===== config.mk =====
export PLATFORM = sky130hd
export DESIGN_NAME = su_add_sched_flat
export DESIGN_NICKNAME = d
export VERILOG_FILES = /design/src/rtl/su_add_sched_pkg.sv /design/src/rtl/su_add_sched_if.sv /design/src/rtl/su_add_sched_gbf_arb.sv /design/src/rtl/su_add_sched.sv /design/src/flat_wrapper.sv
export SDC_FILE = /design/constraint.sdc
export NUM_CORES = 1
export LEC_CHECK = 0
export CAP_MARGIN = 10
export CORE_UTILIZATION = 49
export CTS_CLUSTER_DIAMETER = 150
export DETAILED_ROUTE_END_ITERATION = 10
export HOLD_SLACK_MARGIN = 0.03
export PLACE_DENSITY = 0.89
export SLEW_MARGIN = 20
export SYNTH_ARGS = -nofsm -noshare
export SYNTH_HDL_FRONTEND = slang
export SYNTH_SLANG_ARGS = --single-unit

===== constraint.sdc =====
create_clock -name clk -period 3.5 [get_ports clk]
set_clock_uncertainty 0.15 [all_clocks]
set_input_delay 0.7 -clock clk [delete_from_list [all_inputs] [get_ports clk]]
set_output_delay 0.7 -clock clk [all_outputs]
set_load 0.01 [all_outputs]

===== src/rtl/su_add_sched_pkg.sv =====
// Shared types and helpers for the su_adder scheduler (package su_sched_pkg).
// No configuration macros are used in this file.
package su_sched_pkg;

    typedef enum logic [2:0] {
        IDLE,
        WAIT_PE,
        START,
        ADD,
        TILE_END
    } sched_state_e;

    localparam int unsigned MAX_PE_GROUP = 16;

    // A config is legal when the PE group fits the array and every count is non-zero.
    function automatic logic cfg_legal(
        input logic [4:0]  irrel,
        input logic [4:0]  rel,
        input int unsigned rf_num,
        input int unsigned rf_max,
        input logic        tile_nz
    );
        int unsigned prod;
        prod = {27'd0, irrel} * {27'd0, rel};
        return (irrel != 5'd0) && ({27'd0, irrel} <= MAX_PE_GROUP) &&
               (rel != 5'd0) && (prod <= MAX_PE_GROUP) &&
               (rf_num != 0) && (rf_num <= rf_max) && tile_nz;
    endfunction

endpackage


===== src/rtl/su_add_sched_if.sv =====
// Psum GBF port bundle shared by su_adder, the drain requester and the scheduler mux.
// No configuration macros are used in this file.
interface su_add_sched_if #(
    parameter int unsigned GBF_ADDR_BITWIDTH = 5
);
    logic                         su_gbf_r_en;
    logic                         su_gbf_w_en;
    logic [GBF_ADDR_BITWIDTH-1:0] su_gbf_r_addr;
    logic [GBF_ADDR_BITWIDTH-1:0] su_gbf_w_addr;
    logic                         drain_req;
    logic [GBF_ADDR_BITWIDTH-1:0] drain_addr;
    logic                         drain_gnt;
    logic                         gbf_r_en;
    logic                         gbf_w_en;
    logic [GBF_ADDR_BITWIDTH-1:0] gbf_r_addr;
    logic [GBF_ADDR_BITWIDTH-1:0] gbf_w_addr;

    modport master (
        input  su_gbf_r_en, su_gbf_w_en, su_gbf_r_addr, su_gbf_w_addr,
        input  drain_req, drain_addr,
        output drain_gnt, gbf_r_en, gbf_w_en, gbf_r_addr, gbf_w_addr
    );

    modport slave (
        output su_gbf_r_en, su_gbf_w_en, su_gbf_r_addr, su_gbf_w_addr,
        output drain_req, drain_addr,
        input  drain_gnt, gbf_r_en, gbf_w_en, gbf_r_addr, gbf_w_addr
    );
endinterface


===== src/rtl/su_add_sched_gbf_arb.sv =====
// su_gbf_arb: psum GBF port mux. su_adder owns the port while su_own_i is high;
// drain reads only. No configuration macros are used in this file.
module su_gbf_arb #(
    parameter int unsigned ADDR_W = 5
) (
    input  logic              su_own_i,
    input  logic              su_r_en_i,
    input  logic              su_w_en_i,
    input  logic [ADDR_W-1:0] su_r_addr_i,
    input  logic [ADDR_W-1:0] su_w_addr_i,
    input  logic              drain_req_i,
    input  logic [ADDR_W-1:0] drain_addr_i,
    output logic              drain_gnt_o,
    output logic              r_en_o,
    output logic              w_en_o,
    output logic [ADDR_W-1:0] r_addr_o,
    output logic [ADDR_W-1:0] w_addr_o
);

    always_comb begin
        drain_gnt_o = drain_req_i && (!su_own_i || (!su_r_en_i && !su_w_en_i));
        r_en_o      = su_r_en_i;
        r_addr_o    = su_r_addr_i;
        w_en_o      = su_w_en_i;
        w_addr_o    = su_w_addr_i;
        if (drain_gnt_o) begin
            r_en_o   = 1'b1;
            r_addr_o = drain_addr_i;
        end
    end

endmodule


===== src/rtl/su_add_sched.sv =====
// su_add_sched: steps su_adder through each psum RF entry of every PE tile and muxes the psum GBF port.
// Define SU_SCHED_PERF_CNT_EN to add the perf_add_cycles / perf_drain_stall counters.
module su_add_sched
    import su_sched_pkg::*;
#(
    parameter int unsigned PSUM_RF_ADDR_BITWIDTH = 2,
    parameter int unsigned GBF_ADDR_BITWIDTH     = 5,
    parameter int unsigned TILE_CNT_BITWIDTH     = 16
) (
    input  logic                             clk,
    input  logic                             reset,
    input  logic                             cfg_valid,
    input  logic [4:0]                       cfg_irrel_num,
    input  logic [4:0]                       cfg_rel_num,
    input  logic [PSUM_RF_ADDR_BITWIDTH:0]   cfg_rf_num,
    input  logic [TILE_CNT_BITWIDTH-1:0]     cfg_tile_num,
    output logic                             cfg_err,
    input  logic                             pe_psum_finish,
    output logic                             pe_psum_ack,
    output logic [4:0]                       su_irrel_num,
    output logic [4:0]                       su_rel_num,
    output logic                             su_start,
    output logic [PSUM_RF_ADDR_BITWIDTH-1:0] psum_rf_addr,
    input  logic                             su_add_finish,
    output logic                             conv_finish,
    output logic                             busy,
`ifdef SU_SCHED_PERF_CNT_EN
    output logic [31:0]                      perf_add_cycles,
    output logic [31:0]                      perf_drain_stall,
`endif
    su_add_sched_if.master                   gbf
);

    localparam int unsigned RFW    = PSUM_RF_ADDR_BITWIDTH;
    localparam int unsigned TCW    = TILE_CNT_BITWIDTH;
    localparam int unsigned RF_MAX = 1 << RFW;

    sched_state_e   state_q, state_d;
    logic [4:0]     irrel_q, irrel_d;
    logic [4:0]     rel_q, rel_d;
    logic [RFW:0]   rf_num_q, rf_num_d;
    logic [TCW-1:0] tile_num_q, tile_num_d;
    logic [RFW-1:0] rf_idx_q, rf_idx_d;
    logic [TCW-1:0] tile_cnt_q, tile_cnt_d;
    logic           cfg_err_q, cfg_err_d;
    logic           conv_fin_q, conv_fin_d;
    logic           finish_q, finish_d;
    logic           ack_hold_q, ack_hold_d;

    logic cfg_ok;
    logic cfg_accept;
    logic rf_last;
    logic su_phase;

    assign cfg_ok     = cfg_legal(cfg_irrel_num, cfg_rel_num, 32'(cfg_rf_num), RF_MAX, |cfg_tile_num);
    assign cfg_accept = (state_q == IDLE) && cfg_valid && cfg_ok;
    assign rf_last    = (({1'b0, rf_idx_q} + (RFW+1)'(1)) == rf_num_q);
    assign su_phase   = (state_q == START) || (state_q == ADD);

    // su_add_finish is registered first, giving the two-cycle finish-to-start turnaround;
    // ack_hold masks pe_psum_finish for the cycle the PE array needs to drop it.
    always_comb begin
        state_d    = state_q;
        irrel_d    = irrel_q;
        rel_d      = rel_q;
        rf_num_d   = rf_num_q;
        tile_num_d = tile_num_q;
        rf_idx_d   = rf_idx_q;
        tile_cnt_d = tile_cnt_q;
        cfg_err_d  = 1'b0;
        conv_fin_d = 1'b0;
        finish_d   = su_add_finish && (state_q == ADD);
        ack_hold_d = (state_q == TILE_END);
        case (state_q)
            IDLE: begin
                if (cfg_valid) begin
                    if (cfg_ok) begin
                        irrel_d    = cfg_irrel_num;
                        rel_d      = cfg_rel_num;
                        rf_num_d   = cfg_rf_num;
                        tile_num_d = cfg_tile_num;
                        state_d    = WAIT_PE;
                    end else begin
                        cfg_err_d = 1'b1;
                    end
                end
            end
            WAIT_PE: begin
                if (pe_psum_finish && !ack_hold_q) begin
                    rf_idx_d = '0;
                    state_d  = START;
                end
            end
            START: state_d = ADD;
            ADD: begin
                if (finish_q) begin
                    if (!rf_last) begin
                        rf_idx_d = rf_idx_q + RFW'(1);
                        state_d  = START;
                    end else begin
                        tile_cnt_d = tile_cnt_q + TCW'(1);
                        state_d    = TILE_END;
                    end
                end
            end
            TILE_END: begin
                if (tile_cnt_q == tile_num_q) begin
                    conv_fin_d = 1'b1;
                    tile_cnt_d = '0;
                    rf_idx_d   = '0;
                    state_d    = IDLE;
                end else begin
                    state_d = WAIT_PE;
                end
            end
            default: state_d = IDLE;
        endcase
    end

    always_ff @(posedge clk or posedge reset) begin
        if (reset) begin
            state_q    <= IDLE;
            irrel_q    <= '0;
            rel_q      <= '0;
            rf_num_q   <= '0;
            tile_num_q <= '0;
            rf_idx_q   <= '0;
            tile_cnt_q <= '0;
            cfg_err_q  <= 1'b0;
            conv_fin_q <= 1'b0;
            finish_q   <= 1'b0;
            ack_hold_q <= 1'b0;
        end else begin
            state_q    <= state_d;
            irrel_q    <= irrel_d;
            rel_q      <= rel_d;
            rf_num_q   <= rf_num_d;
            tile_num_q <= tile_num_d;
            rf_idx_q   <= rf_idx_d;
            tile_cnt_q <= tile_cnt_d;
            cfg_err_q  <= cfg_err_d;
            conv_fin_q <= conv_fin_d;
            finish_q   <= finish_d;
            ack_hold_q <= ack_hold_d;
        end
    end

    assign cfg_err      = cfg_err_q;
    assign pe_psum_ack  = (state_q == TILE_END);
    assign su_irrel_num = irrel_q;
    assign su_rel_num   = rel_q;
    assign su_start     = (state_q == START);
    assign psum_rf_addr = rf_idx_q;
    assign conv_finish  = conv_fin_q;
    assign busy         = (state_q != IDLE);

    su_gbf_arb #(
        .ADDR_W (GBF_ADDR_BITWIDTH)
    ) u_arb (
        .su_own_i     (su_phase),
        .su_r_en_i    (gbf.su_gbf_r_en),
        .su_w_en_i    (gbf.su_gbf_w_en),
        .su_r_addr_i  (gbf.su_gbf_r_addr),
        .su_w_addr_i  (gbf.su_gbf_w_addr),
        .drain_req_i  (gbf.drain_req),
        .drain_addr_i (gbf.drain_addr),
        .drain_gnt_o  (gbf.drain_gnt),
        .r_en_o       (gbf.gbf_r_en),
        .w_en_o       (gbf.gbf_w_en),
        .r_addr_o     (gbf.gbf_r_addr),
        .w_addr_o     (gbf.gbf_w_addr)
    );

`ifdef SU_SCHED_PERF_CNT_EN
    logic [31:0] perf_add_q;
    logic [31:0] perf_stall_q;

    always_ff @(posedge clk or posedge reset) begin
        if (reset) begin
            perf_add_q   <= '0;
            perf_stall_q <= '0;
        end else if (cfg_accept) begin
            perf_add_q   <= '0;
            perf_stall_q <= '0;
        end else begin
            if (su_phase && (perf_add_q != '1)) perf_add_q <= perf_add_q + 32'd1;
            if (gbf.drain_req && !gbf.drain_gnt && (perf_stall_q != '1)) perf_stall_q <= perf_stall_q + 32'd1;
        end
    end

    assign perf_add_cycles  = perf_add_q;
    assign perf_drain_stall = perf_stall_q;
`else
    logic unused_accept;
    assign unused_accept = cfg_accept;
`endif

endmodule


===== src/flat_wrapper.sv =====
// flat-port wrapper written by rule: the top's interface ports become plain ports
module su_add_sched_flat import su_sched_pkg::*;
#(
    parameter int unsigned PSUM_RF_ADDR_BITWIDTH = 2,
    parameter int unsigned GBF_ADDR_BITWIDTH     = 5,
    parameter int unsigned TILE_CNT_BITWIDTH     = 16
)
  (clk, reset, cfg_valid, cfg_irrel_num, cfg_rel_num, cfg_rf_num, cfg_tile_num, cfg_err, pe_psum_finish, pe_psum_ack, su_irrel_num, su_rel_num, su_start, psum_rf_addr, su_add_finish, conv_finish, busy, gbf_su_gbf_r_en, gbf_su_gbf_w_en, gbf_su_gbf_r_addr, gbf_su_gbf_w_addr, gbf_drain_req, gbf_drain_addr, gbf_drain_gnt, gbf_gbf_r_en, gbf_gbf_w_en, gbf_gbf_r_addr, gbf_gbf_w_addr);
  su_add_sched_if #(.GBF_ADDR_BITWIDTH(GBF_ADDR_BITWIDTH)) gbf_i ();
  input  logic clk;
  input  logic reset;
  input  logic cfg_valid;
  input  logic [4:0] cfg_irrel_num;
  input  logic [4:0] cfg_rel_num;
  input  logic [PSUM_RF_ADDR_BITWIDTH:0] cfg_rf_num;
  input  logic [TILE_CNT_BITWIDTH-1:0] cfg_tile_num;
  output logic cfg_err;
  input  logic pe_psum_finish;
  output logic pe_psum_ack;
  output logic [4:0] su_irrel_num;
  output logic [4:0] su_rel_num;
  output logic su_start;
  output logic [PSUM_RF_ADDR_BITWIDTH-1:0] psum_rf_addr;
  input  logic su_add_finish;
  output logic conv_finish;
  output logic busy;
  input wire logic [$bits(gbf_i.su_gbf_r_en)-1:0] gbf_su_gbf_r_en;
  input wire logic [$bits(gbf_i.su_gbf_w_en)-1:0] gbf_su_gbf_w_en;
  input wire logic [$bits(gbf_i.su_gbf_r_addr)-1:0] gbf_su_gbf_r_addr;
  input wire logic [$bits(gbf_i.su_gbf_w_addr)-1:0] gbf_su_gbf_w_addr;
  input wire logic [$bits(gbf_i.drain_req)-1:0] gbf_drain_req;
  input wire logic [$bits(gbf_i.drain_addr)-1:0] gbf_drain_addr;
  output wire logic [$bits(gbf_i.drain_gnt)-1:0] gbf_drain_gnt;
  output wire logic [$bits(gbf_i.gbf_r_en)-1:0] gbf_gbf_r_en;
  output wire logic [$bits(gbf_i.gbf_w_en)-1:0] gbf_gbf_w_en;
  output wire logic [$bits(gbf_i.gbf_r_addr)-1:0] gbf_gbf_r_addr;
  output wire logic [$bits(gbf_i.gbf_w_addr)-1:0] gbf_gbf_w_addr;
  assign gbf_i.su_gbf_r_en = gbf_su_gbf_r_en;
  assign gbf_i.su_gbf_w_en = gbf_su_gbf_w_en;
  assign gbf_i.su_gbf_r_addr = gbf_su_gbf_r_addr;
  assign gbf_i.su_gbf_w_addr = gbf_su_gbf_w_addr;
  assign gbf_i.drain_req = gbf_drain_req;
  assign gbf_i.drain_addr = gbf_drain_addr;
  assign gbf_drain_gnt = gbf_i.drain_gnt;
  assign gbf_gbf_r_en = gbf_i.gbf_r_en;
  assign gbf_gbf_w_en = gbf_i.gbf_w_en;
  assign gbf_gbf_r_addr = gbf_i.gbf_r_addr;
  assign gbf_gbf_w_addr = gbf_i.gbf_w_addr;
  su_add_sched #(.PSUM_RF_ADDR_BITWIDTH(PSUM_RF_ADDR_BITWIDTH), .GBF_ADDR_BITWIDTH(GBF_ADDR_BITWIDTH), .TILE_CNT_BITWIDTH(TILE_CNT_BITWIDTH)) u_core (.clk(clk), .reset(reset), .cfg_valid(cfg_valid), .cfg_irrel_num(cfg_irrel_num), .cfg_rel_num(cfg_rel_num), .cfg_rf_num(cfg_rf_num), .cfg_tile_num(cfg_tile_num), .cfg_err(cfg_err), .pe_psum_finish(pe_psum_finish), .pe_psum_ack(pe_psum_ack), .su_irrel_num(su_irrel_num), .su_rel_num(su_rel_num), .su_start(su_start), .psum_rf_addr(psum_rf_addr), .su_add_finish(su_add_finish), .conv_finish(conv_finish), .busy(busy), .gbf(gbf_i));
endmodule

==> impl_metrics.env, run 1 <==
export IMPL_die_width_um=86.8
export IMPL_coreArea_um2=6870
export IMPL_num_rows=30
export IMPL_netlist_area_um2=3520
export IMPL_rsz0062_at_grt="true"
export IMPL_insertion_delay_ns=0.31
export IMPL_clock_path_buffers=2
export IMPL_critPathKind="in2reg"
export IMPL_status="finished, violations left"
export IMPL_port_buffers=71
export IMPL_internal_power_mw=1.41
export IMPL_cp_max_fo=7
export IMPL_antenna_found_initial=0
export IMPL_cts_buffers=5
export IMPL_route_detailed_drc=0
export IMPL_post_place_ws_ns=-1.85
export IMPL_cap_violations=0
export IMPL_ys_seq_area_frac=0.384
export IMPL_yosys_register_bits=54
export IMPL_r2r_cells=7
export IMPL_drive_gt1_frac=0.261
export IMPL_area_delta_synth_final_pct=44.6
export IMPL_max_clock_freq_ghz=0.217
export IMPL_yosysWarnings=0
export IMPL_period_share=1.32
export IMPL_arrival_ns=4.66
export IMPL_r2r_start="u_core.psum_rf_addr[0]"
export IMPL_slew_headroom=0.462
export IMPL_tightest_slew_ns=0.797
export IMPL_hpwl_um=6790
export IMPL_dieHeight_um=86.8
export IMPL_cts_hold_buf=0
export IMPL_fin_cells=552
export IMPL_dieArea_um2=7530
export IMPL_finalSetupViolations=31
export IMPL_grt_start_max_net_pins=55
export IMPL_hp_class="reg2reg"
export IMPL_post_synth_num_cell_types=49
export IMPL_timing_final_ws_setup_ns=-1.12
export IMPL_endpoint_kind="flop"
export IMPL_final_common_cell="clkdlybuf4s50_1"
export IMPL_grt_use_total=0.295
export IMPL_required_ns=3.54
export IMPL_first_global_vias=3373
export IMPL_postRouteAntennaNets=0
export IMPL_gp_congestion=0.871
export IMPL_finalHoldViolations=0
export IMPL_min_delay_path_depth=1
export IMPL_drt_pass1_iterations=4
export IMPL_grt_first_pass_wirelength_um=16700
export IMPL_route_vias_total=3164
export IMPL_tritoncts="built"
export IMPL_final_util=0.741
export IMPL_initial_core_util=0.513
export IMPL_report_final_slew_viol_count=0
export IMPL_holdPathEnd="u_core.su_rel_num[0]"
export IMPL_synth_edf_count=0
export IMPL_synth_fp_nets=431
export IMPL_clock_root_buffer="clkbuf_8"
export IMPL_synthCells=350
export IMPL_synthFlopType="dfrtp_1"
export IMPL_seq_power_share=0.363
export IMPL_clkTransAtPathRegs_ns=0.10
export IMPL_wl_per_cell_um=19.4
export IMPL_final_cell_area_um2=5090
export IMPL_place_area_um2=4610
export IMPL_layout_nets=536
export IMPL_p_comb_frac=0.472
export IMPL_p_sw_mw=0.764
export IMPL_r2r_end="u_core.tile_cnt_q[12]"
export IMPL_fill_cells=422
export IMPL_min_from="u_core.su_rel_num[0]"
export IMPL_routed_via_density=5.73
export IMPL_synth_async_reset_ratio=1.00
export IMPL_violations="negative setup slack"
export IMPL_placedCellCount=535
export IMPL_final_cell_mix="clkdlybuf4s50_1, dfrtp_1, buf_4"
export IMPL_p_leak_nw=2.28
export IMPL_avgSynthCellArea_um2=10.1
export IMPL_grt_overflow=0
export IMPL_peakVddDrop_mv=0.263
export IMPL_n_antenna_cell=0
export IMPL_post_route_min_period_ns=4.62
export IMPL_cts_sinks=54
export IMPL_p_sw_frac=0.352
export IMPL_wl_um=10700
export IMPL_htree_num_levels=2
export IMPL_drt_iter0_drc=208
export IMPL_ios=82
export IMPL_pwr_share_clk=0.166
export IMPL_power_density_nw_per_um2=427
export IMPL_reg2reg_slack_ns=0.43
export IMPL_start_kind="input port"
export IMPL_holdWs_ns=0.367
==> synth_stat cells (7+ instances only) <==
master	n	area (um^2)
nand2_1	36	135
buf_4	7	52.6
nor4_1	11	68.8
mux2_2	20	225
xnor2_1	25	219
ha_1	20	250
xor2_1	10	87.6
mux2_1	10	113
fa_1	9	180
nor2_1	24	90.1
and2_1	18	113
nand4_1	7	43.8
a21oi_1	8	40.0
inv_1	17	63.8
dfrtp_1	54	1350
nand3_1	9	45.0
==> power by group through the flow <==
| stage | Combinational (mW) | Clock (mW) | Sequential, mW |
|---|---|---|---|
| 2_1_floorplan | 0.512 | 0 | 0.774 |
| 3_3_place_gp | 0.830 | 0 | 0.789 |
| 3_5_place_dp | 0.866 | 0 | 0.794 |
| 4_1_cts | 0.956 | 0.364 | 0.784 |
| 5_1_grt | 1.10 | 0.394 | 0.800 |
| 6_report | 1.02 | 0.360 | 0.788 |
==> registers in the layout, summed over array words and instances (netlist names) <==
name                 flops
u_core.tile_cnt_q       16
u_core.tile_num_q       16
u_core.su_irrel_num      5
u_core.su_rel_num        5
u_core.rf_num_q          3
u_core.state_q           3
u_core.psum_rf_addr      2
u_core.ack_hold_q        1
u_core.cfg_err           1
u_core.conv_finish       1
u_core.finish_q          1
==> layout make-up <==
cell class | instances | area [um^2] | area share
Sequential cell | 54 | 1350 | 0.265
Clock buffer | 7 | 86.3 | 0.0170
Multi-Input combinational cell | 262 | 2320 | 0.456
Timing Repair Buffer | 115 | 1140 | 0.225
Tap cell | 96 | 120 | 0.0236
Clock inverter | 1 | 5.00 | 0.000983
Inverter | 17 | 63.8 | 0.0125
==> metal layers <==
| metal | vias to the layer above | GRT usage | wire (um) |
|---|---|---|---|
| li1 | 1412 | - | - |
| met1 | 1562 | 0.332 | 3980 |
| met2 | 143 | 0.536 | 5660 |
| met3 | 47 | 0.0533 | 607 |
| met4 | 0 | 0.144 | 485 |
| met5 | - | 0 | 0 |
==> kinds of logic (layout without fill, tap and decap cells) <==
group                    Yosys count  after routing  synth area share
flip-flops                        54             54             0.384
XOR/XNOR                          35             35            0.0870
adder cells (fa/ha/maj)           29             29             0.122
AO/OA/AOI/OAI                     31             31            0.0604
AND/OR/NAND/NOR                  134            134             0.195
buffers and inverters             34            140            0.0469
multiplexers                      33             33             0.104
==> worst max-delay path, stage by stage <==
cell and delay [ns]:
buf_8 0.09, nand2_8 0.04, fa_1 0.54, fa_1 0.44, fa_1 0.52, inv_2 0.05, ha_4 0.30, a21oi_4 0.07
o211ai_1 0.22, o31ai_1 0.13, or4_4 0.51, nor4_4 0.30, buf_4 0.19, buf_12 0.11, buf_12 0.13, mux2_4 0.31
==> per-stage QoR <==
| step | setup TNS [ns] | total power [mW] |
|---|---|---|
| final | -32.34 | 2.17 |
| after global routing | -35.59 | 2.29 |
| after CTS | -29.15 | 2.10 |
| after detailed placement | -55.61 | 1.66 |
| after global placement | -52.76 | 1.62 |
| after floorplan | -29.37 | 1.29 |
==> what timing repair did <==
action                                  4_1_cts  5_1_grt
endpoints found under the setup margin       31       31
setup buffers                                 4        3
resized for setup                            71       15
gates cloned                                  2        1
pin swaps                                    21       11
==> worst max path at each step <==
stage	depth (start not counted)	slack, ns	start	to
global route	16	-1.22	cfg_irrel_num[2]	u_core.tile_num_q[14]
detailed placement	15	-1.85	cfg_rel_num[2]	u_core.tile_num_q[14]
floorplan	14	-1.03	cfg_rel_num[2]	u_core.tile_num_q[10]
global placement	14	-1.75	cfg_rel_num[2]	u_core.tile_num_q[1]
finish	16	-1.12	cfg_irrel_num[2]	u_core.tile_num_q[14]
CTS	16	-1.01	cfg_irrel_num[1]	u_core.tile_num_q[14]
No activity file was read; power rests on OpenSTA's default activity.
==> run 2, diff against run 1 <==
==> constraint.sdc (replaced) <==
create_clock -name clk -period 4.8 [get_ports clk]
set_clock_uncertainty 0.15 [all_clocks]
set_input_delay 0.96 -clock clk [delete_from_list [all_inputs] [get_ports clk]]
set_output_delay 0.96 -clock clk [all_outputs]
set_load 0.01 [all_outputs]
==> impl_metrics.env, run 2 (same netlist as run 1, synthesis figures left out) <==
export IMPL_grt_first_pass_wirelength_um=14800
export IMPL_r2r_cells=7
export IMPL_cap_violations=0
export IMPL_power_density_nw_per_um2=313
export IMPL_clkTransAtPathRegs_ns=0.11
export IMPL_layout_nets=528
export IMPL_num_rows=30
export IMPL_post_route_min_period_ns=4.69
export IMPL_n_antenna_cell=0
export IMPL_final_cell_area_um2=4960
export IMPL_htree_num_levels=2
export IMPL_tritoncts="built"
export IMPL_endpoint_kind="flop"
export IMPL_route_vias_total=3001
export IMPL_drt_pass1_iterations=4
export IMPL_grt_start_max_net_pins=55
export IMPL_drive_gt1_frac=0.257
export IMPL_holdPathEnd="u_core.su_rel_num[4]"
export IMPL_finalSetupViolations=0
export IMPL_hpwl_um=6510
export IMPL_slew_headroom=0.395
export IMPL_max_clock_freq_ghz=0.213
export IMPL_report_final_slew_viol_count=0
export IMPL_die_width_um=86.8
export IMPL_reg2reg_slack_ns=1.71
export IMPL_hp_class="reg2reg"
export IMPL_routed_via_density=5.52
export IMPL_final_cell_mix="clkdlybuf4s50_1, dfrtp_1, nand2_1"
export IMPL_cts_buffers=5
export IMPL_cts_sinks=54
export IMPL_peakVddDrop_mv=0.223
export IMPL_r2r_start="u_core.psum_rf_addr[0]"
export IMPL_route_detailed_drc=0
export IMPL_final_util=0.722
export IMPL_fill_cells=449
export IMPL_grt_use_total=0.257
export IMPL_initial_core_util=0.513
export IMPL_p_sw_frac=0.347
export IMPL_cp_max_fo=7
export IMPL_p_leak_nw=2.23
export IMPL_antenna_found_initial=0
export IMPL_p_comb_frac=0.460
export IMPL_wl_per_cell_um=17.7
export IMPL_internal_power_mw=1.02
export IMPL_r2r_end="u_core.tile_cnt_q[12]"
export IMPL_area_delta_synth_final_pct=40.8
export IMPL_dieArea_um2=7530
export IMPL_pwr_share_clk=0.173
export IMPL_drt_iter0_drc=143
export IMPL_postRouteAntennaNets=0
export IMPL_min_delay_path_depth=1
export IMPL_critPathKind="in2reg"
export IMPL_clock_root_buffer="clkbuf_8"
export IMPL_reg_largest_list="u_core.tile_cnt_q x16, u_core.tile_num_q x16"
export IMPL_clock_path_buffers=2
export IMPL_coreArea_um2=6870
export IMPL_port_buffers=71
export IMPL_fin_setup_tns_ns=0
export IMPL_tightest_slew_ns=0.907
export IMPL_required_ns=4.84
export IMPL_first_global_vias=3107
export IMPL_insertion_delay_ns=0.32
export IMPL_place_area_um2=4500
export IMPL_status="complete, no violations"
export IMPL_dieHeight_um=86.8
export IMPL_start_kind="input port"
export IMPL_finalHoldViolations=0
export IMPL_seq_power_share=0.367
export IMPL_grt_overflow=0
export IMPL_final_common_cell="clkdlybuf4s50_1"
export IMPL_ios=82
export IMPL_min_from="u_core.su_rel_num[4]"
export IMPL_arrival_ns=4.73
export IMPL_gp_congestion=0.908
export IMPL_p_sw_mw=0.539
export IMPL_period_share=0.976
export IMPL_wl_um=9630
[run 2: cell count changes in the layout (fill, tap and decap cells not counted), sizes merged]
cell	delta
dlymetal6s2s	+1
clkinv	+1
buf	-7
inv	-1
clkdlybuf4s50	-1
clkbuf	-2
clkinvlp	+1
[run 2: power by group through the flow]
stage,registers [mW],clock network (mW),logic [mW]
floorplan,0.564,0,0.362
global placement,0.573,0,0.588
detailed placement,0.577,0,0.613
CTS,0.568,0.267,0.684
global route,0.578,0.289,0.777
finish,0.570,0.269,0.715
[run 2: metrics by stage]
stage          power (mW)  setup WS [ns]  cells  hold slack, ns
2_1_floorplan       0.926        -0.0153    350           0.330
5_1_grt              1.64        -0.0181    544           0.386
3_3_place_gp         1.16         -0.591    529           0.343
3_5_place_dp         1.19         -0.678    529           0.347
4_1_cts              1.52        0.00174    547           0.369
6_report             1.55          0.115    544           0.367
[run 2: cell type report]
type / count / area [um^2] / area share
Clock buffer: 6 / 82.6 / 0.0167
Clock inverter: 2 / 12.5 / 0.00252
Inverter: 17 / 65.1 / 0.0131
Multi-Input combinational cell: 262 / 2280 / 0.460
Sequential cell: 54 / 1350 / 0.273
Tap cell: 96 / 120 / 0.0242
Timing Repair Buffer: 107 / 1040 / 0.211
[run 2: metal layers]
layer | GRT usage | up-vias | share of wire | wire, um
met5 | 0 | - | 0 | 0
met2 | 0.460 | 92 | 0.53 | 5050
met4 | 0.0894 | 0 | 0.037 | 357
met3 | 0.0429 | 30 | 0.047 | 453
met1 | 0.311 | 1483 | 0.39 | 3760
li1 | - | 1396 | - | -
[run 2: repair_timing]
action,CTS,global route
setup endpoints to repair,29,29
gates cloned,3,0
setup buffers,7,0
hold buffers,0,0
hold endpoints to repair,0,0
gates resized for setup,59,36
pin swaps,22,12
[run 2: worst max path at each step]
| stage | startpoint | endpoint | slack, ns | depth (start not counted) |
|---|---|---|---|---|
| detailed placement | cfg_rel_num[2] | u_core.su_irrel_num[1] | -0.68 | 14 |
| finish | cfg_rel_num[2] | u_core.tile_num_q[8] | 0.11 | 15 |
| floorplan | cfg_rel_num[2] | u_core.tile_num_q[10] | -0.02 | 14 |
| global placement | cfg_irrel_num[2] | u_core.tile_num_q[15] | -0.59 | 14 |
| CTS | cfg_rel_num[3] | u_core.su_irrel_num[3] | 0.002 | 17 |
| global route | cfg_rel_num[2] | u_core.su_rel_num[3] | -0.02 | 15 |
[run 2: critical path, cell delays in order]
cell	delay [ns]
buf_6	0.09
nand2_4	0.05
fa_1	0.54
fa_1	0.42
fa_1	0.52
inv_2	0.05
ha_4	0.28
a21oi_4	0.06
o211ai_1	0.16
o31ai_1	0.09
or4_4	0.51
nor4_4	0.33
buf_4	0.21
buf_8	0.15
mux2_4	0.30
